$ cat config.mk
export PLATFORM = sky130hd
export DESIGN_NAME = uart_mem_loader
export DESIGN_NICKNAME = d
export VERILOG_FILES = /design/src/rtl/uart_mem_loader.sv
export SDC_FILE = /design/constraint.sdc
export NUM_CORES = 1
export LEC_CHECK = 0
export CAP_MARGIN = 5
export CELL_PAD_IN_SITES_DETAIL_PLACEMENT = 0
export CELL_PAD_IN_SITES_GLOBAL_PLACEMENT = 1
export CORE_MARGIN = 2
export CORE_UTILIZATION = 45
export CTS_CLUSTER_SIZE = 25
export DETAILED_ROUTE_END_ITERATION = 10
export PLACE_DENSITY = 0.79
export SLEW_MARGIN = 10
export SYNTH_ARGS = -nofsm -noshare
export SYNTH_HDL_FRONTEND = slang
export SYNTH_SLANG_ARGS = --single-unit
$ cat constraint.sdc
create_clock -name clk_i -period 3.26 [get_ports clk_i]
set_input_delay 0.326 -clock clk_i [delete_from_list [all_inputs] [get_ports clk_i]]
set_output_delay 0.326 -clock clk_i [all_outputs]
set_load 0.05 [all_outputs]
$ cat src/rtl/uart_mem_loader.sv
`default_nettype none
// ============================================================================
// Module   : uart_mem_loader
// Purpose  : Boot loader. Receives a framed program image over UART
//            (A5 | addr[4] | count[4] | data[4*N] | csum) and writes it word
//            by word to a memory port. Holds the core in reset until a
//            checksum-verified image has been fully written, then locks out
//            until the next reset.
// Ports    : clk_i, rst_ni        clock, async active-low reset
//            uart_rx_i            UART line (async, idle high)
//            mem_req_o/mem_gnt_i  write handshake
//            mem_we_o, mem_be_o, mem_addr_o, mem_wdata_o  write command
//            core_rst_no          core reset (1 = released)
//            busy_o, err_o        frame in progress / sticky error
// Revision : 1.0  initial release
// ============================================================================
module uart_mem_loader #(
    parameter int unsigned CLK_DIV   = 434,
    parameter logic [31:0] BASE_ADDR = 32'h0000_1000
) (
    input  logic        clk_i,
    input  logic        rst_ni,
    input  logic        uart_rx_i,
    output logic        mem_req_o,
    input  logic        mem_gnt_i,
    output logic        mem_we_o,
    output logic [3:0]  mem_be_o,
    output logic [31:0] mem_addr_o,
    output logic [31:0] mem_wdata_o,
    output logic        core_rst_no,
    output logic        busy_o,
    output logic        err_o
);

    localparam int unsigned CW      = $clog2(CLK_DIV + 1);
    localparam logic [CW-1:0] C_HALF_M1 = CW'(CLK_DIV / 2 - 1);
    localparam logic [CW-1:0] C_BIT_M1  = CW'(CLK_DIV - 1);
    localparam logic [CW-1:0] C_ONE     = CW'(1);
    localparam logic [7:0]    C_SYNC    = 8'hA5;

    typedef enum logic [1:0] {RX_IDLE, RX_START, RX_DATA, RX_STOP} rx_state_t;
    typedef enum logic [2:0] {P_SYNC, P_ADDR, P_LEN, P_DATA, P_CSUM, P_DONE} p_state_t;

    // RX front end
    logic            sync1_q, sync2_q, prev_q;
    rx_state_t       rx_st_q, rx_st_d;
    logic [CW-1:0]   cnt_q, cnt_d;
    logic [2:0]      bit_q, bit_d;
    logic [7:0]      shift_q, shift_d;
    logic            byte_vld_q, byte_vld_d;
    logic            frm_err_q, frm_err_d;

    // Parser and write buffer
    p_state_t        p_st_q, p_st_d;
    logic [1:0]      bcnt_q, bcnt_d;
    logic [31:0]     acc_q, acc_d;
    logic [31:0]     wr_addr_q, wr_addr_d;
    logic [31:0]     words_q, words_d;
    logic [7:0]      sum_q, sum_d;
    logic            csum_wait_q, csum_wait_d;
    logic            req_q, req_d;
    logic            we_q, we_d;
    logic [3:0]      be_q, be_d;
    logic [31:0]     addr_q, addr_d;
    logic [31:0]     wdata_q, wdata_d;
    logic            core_rst_n_q, core_rst_n_d;
    logic            busy_q, busy_d;
    logic            err_q, err_d;

    logic [31:0]     w_shifted;
    logic [31:0]     w_start_addr;
    logic            w_grant;
    logic            w_last_byte;

    // ---------------- RX bit engine ----------------
    always_comb begin
        rx_st_d    = rx_st_q;
        cnt_d      = cnt_q;
        bit_d      = bit_q;
        shift_d    = shift_q;
        byte_vld_d = 1'b0;
        frm_err_d  = 1'b0;
        case (rx_st_q)
            RX_IDLE: begin
                if (prev_q && !sync2_q) begin
                    rx_st_d = RX_START;
                    cnt_d   = C_HALF_M1;
                end
            end
            RX_START: begin
                if (cnt_q == '0) begin
                    // Glitch filter: the line must still be low mid start bit
                    if (!sync2_q) begin
                        rx_st_d = RX_DATA;
                        cnt_d   = C_BIT_M1;
                        bit_d   = 3'd0;
                    end else begin
                        rx_st_d = RX_IDLE;
                    end
                end else begin
                    cnt_d = cnt_q - C_ONE;
                end
            end
            RX_DATA: begin
                if (cnt_q == '0) begin
                    shift_d = {sync2_q, shift_q[7:1]};
                    cnt_d   = C_BIT_M1;
                    bit_d   = bit_q + 3'd1;
                    if (bit_q == 3'd7) begin
                        rx_st_d = RX_STOP;
                    end
                end else begin
                    cnt_d = cnt_q - C_ONE;
                end
            end
            default: begin // RX_STOP
                if (cnt_q == '0) begin
                    byte_vld_d = sync2_q;
                    frm_err_d  = !sync2_q;
                    rx_st_d    = RX_IDLE;
                end else begin
                    cnt_d = cnt_q - C_ONE;
                end
            end
        endcase
    end

    // ---------------- Frame parser ----------------
    // Multi-byte fields arrive LSB first, so shifting each byte in at the top
    // leaves the little-endian value in acc after four bytes.
    assign w_shifted    = {shift_q, acc_q[31:8]};
    assign w_start_addr = {w_shifted[31:2], 2'b00};
    assign w_grant      = req_q && mem_gnt_i;
    assign w_last_byte  = (bcnt_q == 2'd3);

    always_comb begin
        p_st_d       = p_st_q;
        bcnt_d       = bcnt_q;
        acc_d        = acc_q;
        wr_addr_d    = wr_addr_q;
        words_d      = words_q;
        sum_d        = sum_q;
        csum_wait_d  = csum_wait_q;
        req_d        = w_grant ? 1'b0 : req_q;
        addr_d       = addr_q;
        wdata_d      = wdata_q;
        core_rst_n_d = core_rst_n_q;
        busy_d       = busy_q;
        err_d        = err_q;

        if (frm_err_q && (p_st_q != P_DONE)) begin
            err_d       = 1'b1;
            busy_d      = 1'b0;
            csum_wait_d = 1'b0;
            p_st_d      = P_SYNC;
        end else begin
            case (p_st_q)
                P_SYNC: begin
                    if (byte_vld_q && (shift_q == C_SYNC)) begin
                        p_st_d = P_ADDR;
                        bcnt_d = 2'd0;
                        sum_d  = 8'd0;
                        err_d  = 1'b0;
                        busy_d = 1'b1;
                    end
                end
                P_ADDR: begin
                    if (byte_vld_q) begin
                        acc_d  = w_shifted;
                        bcnt_d = bcnt_q + 2'd1;
                        if (w_last_byte) begin
                            if (w_start_addr < BASE_ADDR) begin
                                err_d  = 1'b1;
                                busy_d = 1'b0;
                                p_st_d = P_SYNC;
                            end else begin
                                wr_addr_d = w_start_addr;
                                p_st_d    = P_LEN;
                            end
                        end
                    end
                end
                P_LEN: begin
                    if (byte_vld_q) begin
                        acc_d  = w_shifted;
                        bcnt_d = bcnt_q + 2'd1;
                        if (w_last_byte) begin
                            words_d = w_shifted;
                            p_st_d  = (w_shifted == 32'd0) ? P_CSUM : P_DATA;
                        end
                    end
                end
                P_DATA: begin
                    if (byte_vld_q) begin
                        acc_d  = w_shifted;
                        bcnt_d = bcnt_q + 2'd1;
                        sum_d  = sum_q + shift_q;
                        if (w_last_byte) begin
                            if (req_q && !mem_gnt_i) begin
                                // Previous word still unaccepted: overrun
                                req_d  = 1'b0;
                                err_d  = 1'b1;
                                busy_d = 1'b0;
                                p_st_d = P_SYNC;
                            end else begin
                                req_d     = 1'b1;
                                addr_d    = wr_addr_q;
                                wdata_d   = w_shifted;
                                wr_addr_d = wr_addr_q + 32'd4;
                                words_d   = words_q - 32'd1;
                                if (words_q == 32'd1) begin
                                    p_st_d = P_CSUM;
                                end
                            end
                        end
                    end
                end
                P_CSUM: begin
                    if (csum_wait_q) begin
                        // Checksum already matched; release once the last
                        // write has been accepted.
                        if (!req_q || mem_gnt_i) begin
                            csum_wait_d  = 1'b0;
                            core_rst_n_d = 1'b1;
                            busy_d       = 1'b0;
                            p_st_d       = P_DONE;
                        end
                    end else if (byte_vld_q) begin
                        if (shift_q != sum_q) begin
                            err_d  = 1'b1;
                            busy_d = 1'b0;
                            p_st_d = P_SYNC;
                        end else if (req_q && !mem_gnt_i) begin
                            csum_wait_d = 1'b1;
                        end else begin
                            core_rst_n_d = 1'b1;
                            busy_d       = 1'b0;
                            p_st_d       = P_DONE;
                        end
                    end
                end
                default: begin // P_DONE: loader locked out until reset
                end
            endcase
        end

        we_d = req_d;
        be_d = {4{req_d}};
    end

    always_ff @(posedge clk_i or negedge rst_ni) begin
        if (!rst_ni) begin
            sync1_q      <= 1'b1;
            sync2_q      <= 1'b1;
            prev_q       <= 1'b1;
            rx_st_q      <= RX_IDLE;
            cnt_q        <= '0;
            bit_q        <= 3'd0;
            shift_q      <= 8'd0;
            byte_vld_q   <= 1'b0;
            frm_err_q    <= 1'b0;
            p_st_q       <= P_SYNC;
            bcnt_q       <= 2'd0;
            acc_q        <= 32'd0;
            wr_addr_q    <= 32'd0;
            words_q      <= 32'd0;
            sum_q        <= 8'd0;
            csum_wait_q  <= 1'b0;
            req_q        <= 1'b0;
            we_q         <= 1'b0;
            be_q         <= 4'd0;
            addr_q       <= 32'd0;
            wdata_q      <= 32'd0;
            core_rst_n_q <= 1'b0;
            busy_q       <= 1'b0;
            err_q        <= 1'b0;
        end else begin
            sync1_q      <= uart_rx_i;
            sync2_q      <= sync1_q;
            prev_q       <= sync2_q;
            rx_st_q      <= rx_st_d;
            cnt_q        <= cnt_d;
            bit_q        <= bit_d;
            shift_q      <= shift_d;
            byte_vld_q   <= byte_vld_d;
            frm_err_q    <= frm_err_d;
            p_st_q       <= p_st_d;
            bcnt_q       <= bcnt_d;
            acc_q        <= acc_d;
            wr_addr_q    <= wr_addr_d;
            words_q      <= words_d;
            sum_q        <= sum_d;
            csum_wait_q  <= csum_wait_d;
            req_q        <= req_d;
            we_q         <= we_d;
            be_q         <= be_d;
            addr_q       <= addr_d;
            wdata_q      <= wdata_d;
            core_rst_n_q <= core_rst_n_d;
            busy_q       <= busy_d;
            err_q        <= err_d;
        end
    end

    assign mem_req_o   = req_q;
    assign mem_we_o    = we_q;
    assign mem_be_o    = be_q;
    assign mem_addr_o  = addr_q;
    assign mem_wdata_o = wdata_q;
    assign core_rst_no = core_rst_n_q;
    assign busy_o      = busy_q;
    assign err_o       = err_q;

endmodule
`default_nettype wire

==> impl_metrics.yaml, run 1 <==
placed_design:
  gp_congestion: 0.8424
  dpl.hpwl_um: 17910
  port_buffers: 74
timing:
  fin_skew_ps: 17.35
  min_period_ps: 2721
  setup_viol: 0
  max_slew.worst_pin.slew_ps: 906.2
  slew_viol_final: 0
  max_freq_mhz: 367.6
  rsz0062_at_grt: "no"
  fin_tns_setup_ps: 0
  period_share: 0.8345
  relSlewSlack: 0.3959
  finalHoldViolations: 0
global_route:
  antenna_found_initial: 0
  grt-ovfl-total: 0
  track_usage: 0.2316
  first_global_vias: 7455
  grt_max_degree: 93
  grt_pass1_wl_um: 42900
power_and_ir_drop:
  p_leak_nw: 5.269
  p_per_area_mw_per_mm2: 453.2
  vdd_drop_max_uv: 381.1
clocking:
  clk_latency_ps: 440
  cts-resized-gates: 0
  cts.path.max_buffers: 2
  clkSinkCount: 193
  postCtsSetupRepairBufs: 0
  cts_buffers: 17
  cts_root_buf: "clkbuf_16"
  cts.clk_slew.worst_paths_ps: 80
  htree_num_levels: 4
  cts_tree: "yes"
setup_path:
  critPathMaxFanout: 8
  path_cells: "inv_1 > ha_1 > nor3b_1 > nand3_1 > nor2_4 > nand3_2 > o311ai_0 > o311ai_0"
  slowest_stage: "o311ai_0"
  crit_arrival_ps: 2990
  cp-start-kind: "flip-flop"
  slowest_delay_ps: 490
  cp.required_ps: 3530
  cp_common_cell: "o311ai_0"
  critical_path_class: "reg2reg"
  end_kind: "flip-flop"
route:
  drc_errors: 0
  drt-initial-drc-count: 661
  drt_wl_total_um: 26440
  vias_per_cell: 5.925
  wl_per_cell_um: 20.10
  vias: 7792
  dr.pass1.iters: 5
  ant_nets: 0
synthesis:
  ys_async_sr_fraction: 1.000
  ys_ff_latch: 193
  synth-main-ff-cell: "dfrtp_1"
  ys_seq_area_frac: 0.4895
  synth.avg_cell_area_um2: 10.29
  synth.distinct_cells: 80
  synthCells: 960
  ys_warn_count: 0
  syn_area_mm2: 0.009874
  synth-edff-count: 0
die:
  die_w_um: 152.1
  start_util: 0.4553
  die_y_um: 152.1
  fp.coreArea_mm2: 0.02169
  ios: 77
  rows: 54
  die_area_mm2: 0.02314
finish:
  area_growth_pct: 17.11
  final_nets: 1046
  antennaDiodeCount: 0
  drive_above_1_share: 0.1826
  utilization: 0.5332
run_status:
  status: "finished, final reports clean"
hold_path:
  hold_class: "in2reg"
flow_run:
  cap_viol_max_count: 0
## Yosys cell counts (4+ instances only)
cell type	instances	area [um^2]
buf_1	4	15.01
dfrtp_1	190	4755
or3_1	7	43.79
and2_1	5	31.28
o31ai_1	6	45.04
buf_2	6	30.03
mux2_2	95	1070
o22a_1	11	96.34
a21o_1	5	37.54
a22o_1	9	78.83
inv_1	23	86.33
clkbuf_1	38	142.6
o211ai_1	4	30.03
nor2_1	68	255.2
and3_1	16	100.1
a2bb2oi_1	9	78.83
nor3_1	22	110.1
nand2b_1	5	31.28
o22ai_1	11	68.82
and4_1	4	35.03
mux2i_1	4	40.04
nand4_1	5	31.28
a31oi_1	20	125.1
a31o_2	7	61.31
a22oi_1	5	37.54
nor4_1	15	93.84
buf_4	7	52.55
a21oi_1	65	325.3
nand2_1	74	277.8
nand3_1	28	140.1
or2_2	4	25.02
ha_1	19	237.7
o31a_1	7	61.31
o21ai_0	77	385.4
o21a_1	6	45.04
## worst max-delay path, delay by kind of cell, from the launching register on
family	cells	cell delay [ps]
and+or+nand+nor	4	1060
AOI/OAI and AO/OA	2	740
DFF	1	390
adders and majority gates	1	230
buffers and inverters	1	130
## where the power goes
group	leakage [nW]	switching (mW)	internal, mW
registers	2.60	0.0787	2.46
clock network	0.303	1.12	1.07
logic	2.37	0.320	0.192
## cells by family (layout without fill, tap and decap cells)
group / Yosys count / count (layout) / synth area share
XOR/XNOR: 6 / 6 / 0.005323
adder cells (fa/ha/maj): 20 / 20 / 0.02610
AO/OA/AOI/OAI: 274 / 274 / 0.1773
multiplexers: 99 / 99 / 0.1124
other: 1 / 2 / 0.0003798
flip-flops: 193 / 193 / 0.4895
AND/OR/NAND/NOR: 285 / 285 / 0.1512
buffers and inverters: 82 / 156 / 0.03789
## layout by cell type (no fill, tap or decap), types with 5 or more instances in the layout
master,netlist,layout
mux2_2,95,95
o31ai_1,6,6
a21oi_1,65,65
clkbuf_16,0,17
inv_1,23,23
o31a_1,7,7
nor2_1,68,68
o22a_1,11,11
nor3_1,22,22
a21o_1,5,5
and3_1,16,15
nor4_1,15,15
o22ai_1,11,11
nand2b_1,5,5
a2bb2oi_1,9,9
nand4_1,5,5
and2_1,5,5
or3_1,7,7
clkinv_8,0,5
o21ai_0,77,76
a31o_2,7,7
a31oi_1,20,20
a22oi_1,5,5
o21a_1,6,6
nand3_1,28,27
a22o_1,9,9
clkdlybuf4s50_1,0,73
dfrtp_1,190,190
nand2_1,74,73
ha_1,19,19
buf_4,7,23
## stage by stage
| stage | worst slack (ps) | instance area [um^2] | power (mW) | instances | hold WS, ps |
|---|---|---|---|---|---|
| CTS | 607.8 | 11560 | 5.291 | 1315 | 281.4 |
| floorplan | 961.0 | 9878 | 2.927 | 961 | 30.41 |
| finish | 539.4 | 11560 | 5.241 | 1315 | 296.6 |
| global placement | 655.1 | 10930 | 3.091 | 1282 | 346.5 |
| global route | 363.3 | 11560 | 5.481 | 1315 | 287.1 |
| detailed placement | 624.2 | 10930 | 3.099 | 1282 | 354.3 |
## registers in the layout, summed over array words and instances (netlist names), 2 cells and up
register,count
words_q,32
bit_q,3
shift_q,8
p_st_q,3
acc_q,24
sum_q,8
wr_addr_q,30
mem_wdata_o,32
bcnt_q,2
mem_addr_o,30
cnt_q,9
rx_st_q,2
## final cells by class
cell class | count | area, um^2
Clock buffer | 17 | 425.4
Clock inverter | 15 | 197.7
Fill cell | 1928 | 10120
Inverter | 23 | 86.33
Multi-Input combinational cell | 686 | 4683
Sequential cell | 193 | 4833
Tap cell | 280 | 350.3
Timing Repair Buffer | 101 | 987.2
## worst paths after layout
kind | from | end | slack (ps) | cells after the start
worst max-delay path | words_q[0] | words_q[28] | 540 | 8
worst min-delay path | uart_rx_i | sync1_q | 300 | 1
worst max register to register | words_q[0] | words_q[28] | 540 | 8
worst min register to register | sync1_q | sync2_q | 360 | 0
max in group asynchronous | rst_ni | prev_q | 1870 | 3
min in group asynchronous | rst_ni | mem_addr_o[26] | 500 | 2
## routing by layer
metal | up-vias | global-route usage | routed length [um] | share of wire
li1 | 3661 | - | - | -
met1 | 3847 | 0.3481 | 12880 | 0.49
met2 | 247 | 0.3468 | 11750 | 0.44
met3 | 37 | 0.03498 | 1252 | 0.047
met4 | 0 | 0.07165 | 552 | 0.021
met5 | - | 0 | 0 | 0
## timing repair
item | in CTS | in global routing
endpoints found under the hold margin | 31 | 0
hold buffers | 1 | 0
endpoints found under the setup margin | 0 | 0
Power figures use the tool's default switching activity.
==> run 2: changes to the inputs <==
==> constraint.sdc (replaced) <==
create_clock -name clk_i -period 2.6 [get_ports clk_i]
set_input_delay 0.26 -clock clk_i [delete_from_list [all_inputs] [get_ports clk_i]]
set_output_delay 0.26 -clock clk_i [all_outputs]
set_load 0.05 [all_outputs]
==> run 2 against run 1 <==
Against the previous run:
- combinational power up 28%
- fmax up 11%
- total power up 22%
- critical endpoint is now wr_addr_q[24]
- sequential cell count unchanged
- wire length up 0.47%
- hold slack worse by 68 ps
- first-iteration DRC count down 19%
- clock power up 17%
==> impl_metrics.yaml, run 2 (synthesis gave the netlist of run 1 again) <==
run_status:
  status: "finished, final reports clean"
die:
  fp.coreArea_mm2: 0.02169
  start_util: 0.4553
  die_y_um: 152.1
  die_area_mm2: 0.02314
  ios: 77
  die_w_um: 152.1
  rows: 54
setup_path:
  crit_arrival_ps: 2740
  cp-start-kind: "flip-flop"
  critical_path_class: "reg2reg"
  end_kind: "flip-flop"
  critPathMaxFanout: 6
  cp.required_ps: 2880
global_route:
  grt_max_degree: 70
  first_global_vias: 7742
  grt-ovfl-total: 0
  track_usage: 0.2346
  grt_pass1_wl_um: 43520
  antenna_found_initial: 0
timing:
  min_period_ps: 2459
  setup_viol: 0
  relSlewSlack: 0.4887
  fin_skew_ps: 14.16
  rsz0062_at_grt: "no"
  slew_viol_final: 0
  period_share: 0.9459
  max_freq_mhz: 406.6
  finalHoldViolations: 0
  finalWorstSetupSlack_ps: 140.6
  fin_tns_setup_ps: 0
  hold_slack_ps: 228.9
  max_slew.worst_pin.slew_ps: 767.0
flow_run:
  cap_viol_max_count: 0
power_and_ir_drop:
  p_per_area_mw_per_mm2: 543.2
  vdd_drop_max_uv: 433.0
  p_leak_nw: 5.430
  total_power_mw: 6.409
route:
  drc_errors: 0
  wl_per_cell_um: 19.73
  drt-initial-drc-count: 535
  drt_wl_total_um: 26560
  vias: 8025
  vias_per_cell: 5.962
  ant_nets: 0
  dr.pass1.iters: 5
placed_design:
  port_buffers: 74
  dpl.hpwl_um: 18480
  place_area_mm2: 0.01121
  dpl.cell_count: 1313
  gp_congestion: 0.8828
  dpl_worst_slack_ps: 81.65
finish:
  stdcell_area_mm2: 0.01180
  layout_common_cells: "dfrtp_1 (190), mux2_2 (95), o21ai_0 (76)"
  antennaDiodeCount: 0
  area_growth_pct: 19.48
  final_cells: 1346
  final_nets: 1077
  drive_above_1_share: 0.2073
  layout_commonest_cell: "dfrtp_1"
  utilization: 0.5440
clocking:
  cts.path.max_buffers: 2
  cts_tree: "yes"
  clk_latency_ps: 440
  cts_buffers: 17
  clkSinkCount: 193
  htree_num_levels: 4
  cts_root_buf: "clkbuf_16"
  cts.clk_slew.worst_paths_ps: 70
hold_path:
  hold_class: "in2reg"
run 2: cell types whose count changed in the layout (fill, tap and decap cells not counted):
cell        before  now
nor4b_2          0    1
clkinv_8         5    1
buf_4           23   50
inv_8            4    5
clkinv_4         0    4
buf_12           3    7
clkinvlp_4       0    1
nor4b_1          3    2
clkinv_2         1    2
inv_12           3    0
run 2: report_power, final:
part / switching, mW / internal (mW)
clock network: 1.30 / 1.27
registers: 0.0937 / 3.09
logic: 0.410 / 0.248
run 2: final cells by class:
class | count | area (um^2)
sequential | 193 | 4833
timing repair buffer | 132 | 1270
clock inverter | 15 | 142.6
clock buffer | 17 | 425.4
fill | 1916 | 9891
multi-input combinational | 686 | 4690
inverter | 23 | 86.33
tap | 280 | 350.3
run 2: path summary, 6_finish.rpt:
check | slack [ps] | endpoint | cells after the start | start
worst max-delay path | 140 | wr_addr_q[24] | 8 | wr_addr_q[2]
worst min-delay path | 230 | sync1_q | 1 | uart_rx_i
worst max register to register | 140 | wr_addr_q[24] | 8 | wr_addr_q[2]
worst min register to register | 360 | sync2_q | 0 | sync1_q
max in group asynchronous | 1390 | mem_addr_o[15] | 3 | rst_ni
min in group asynchronous | 370 | mem_wdata_o[6] | 2 | rst_ni
run 2: worst max-delay path, cell delays in order (launching register included):
cell	delay, ps
dfrtp_1	440
ha_1	260
nand4_1	210
nor4b_4	320
and2_0	420
buf_4	200
nand3_1	120
o21ai_0	210
a2bb2oi_1	120
run 2: timing repair:
action,CTS,global route
hold endpoints to repair,65,0
endpoints found under the setup margin,0,10
hold buffers,1,0
setup buffers,0,0
resized for setup,0,1
run 2: routing by layer:
| metal | track usage | up-vias | wire, um |
|---|---|---|---|
| met4 | 0.06542 | 0 | 506 |
| met1 | 0.3478 | 3977 | 12580 |
| met5 | 0 | - | 0 |
| li1 | - | 3744 | - |
| met2 | 0.3550 | 270 | 11920 |
| met3 | 0.04266 | 34 | 1550 |
==> run 3: changes to the inputs <==
--- a/config.mk
+++ b/config.mk
@@ -10,6 +10,7 @@
 export CELL_PAD_IN_SITES_GLOBAL_PLACEMENT = 1
 export CORE_MARGIN = 2
 export CORE_UTILIZATION = 45
+export CTS_CLUSTER_DIAMETER = 50
 export CTS_CLUSTER_SIZE = 25
 export DETAILED_ROUTE_END_ITERATION = 10
 export PLACE_DENSITY = 0.79
==> results of run 3 <==
No change in the layout: final DEF, timing and power equal those of run 2.
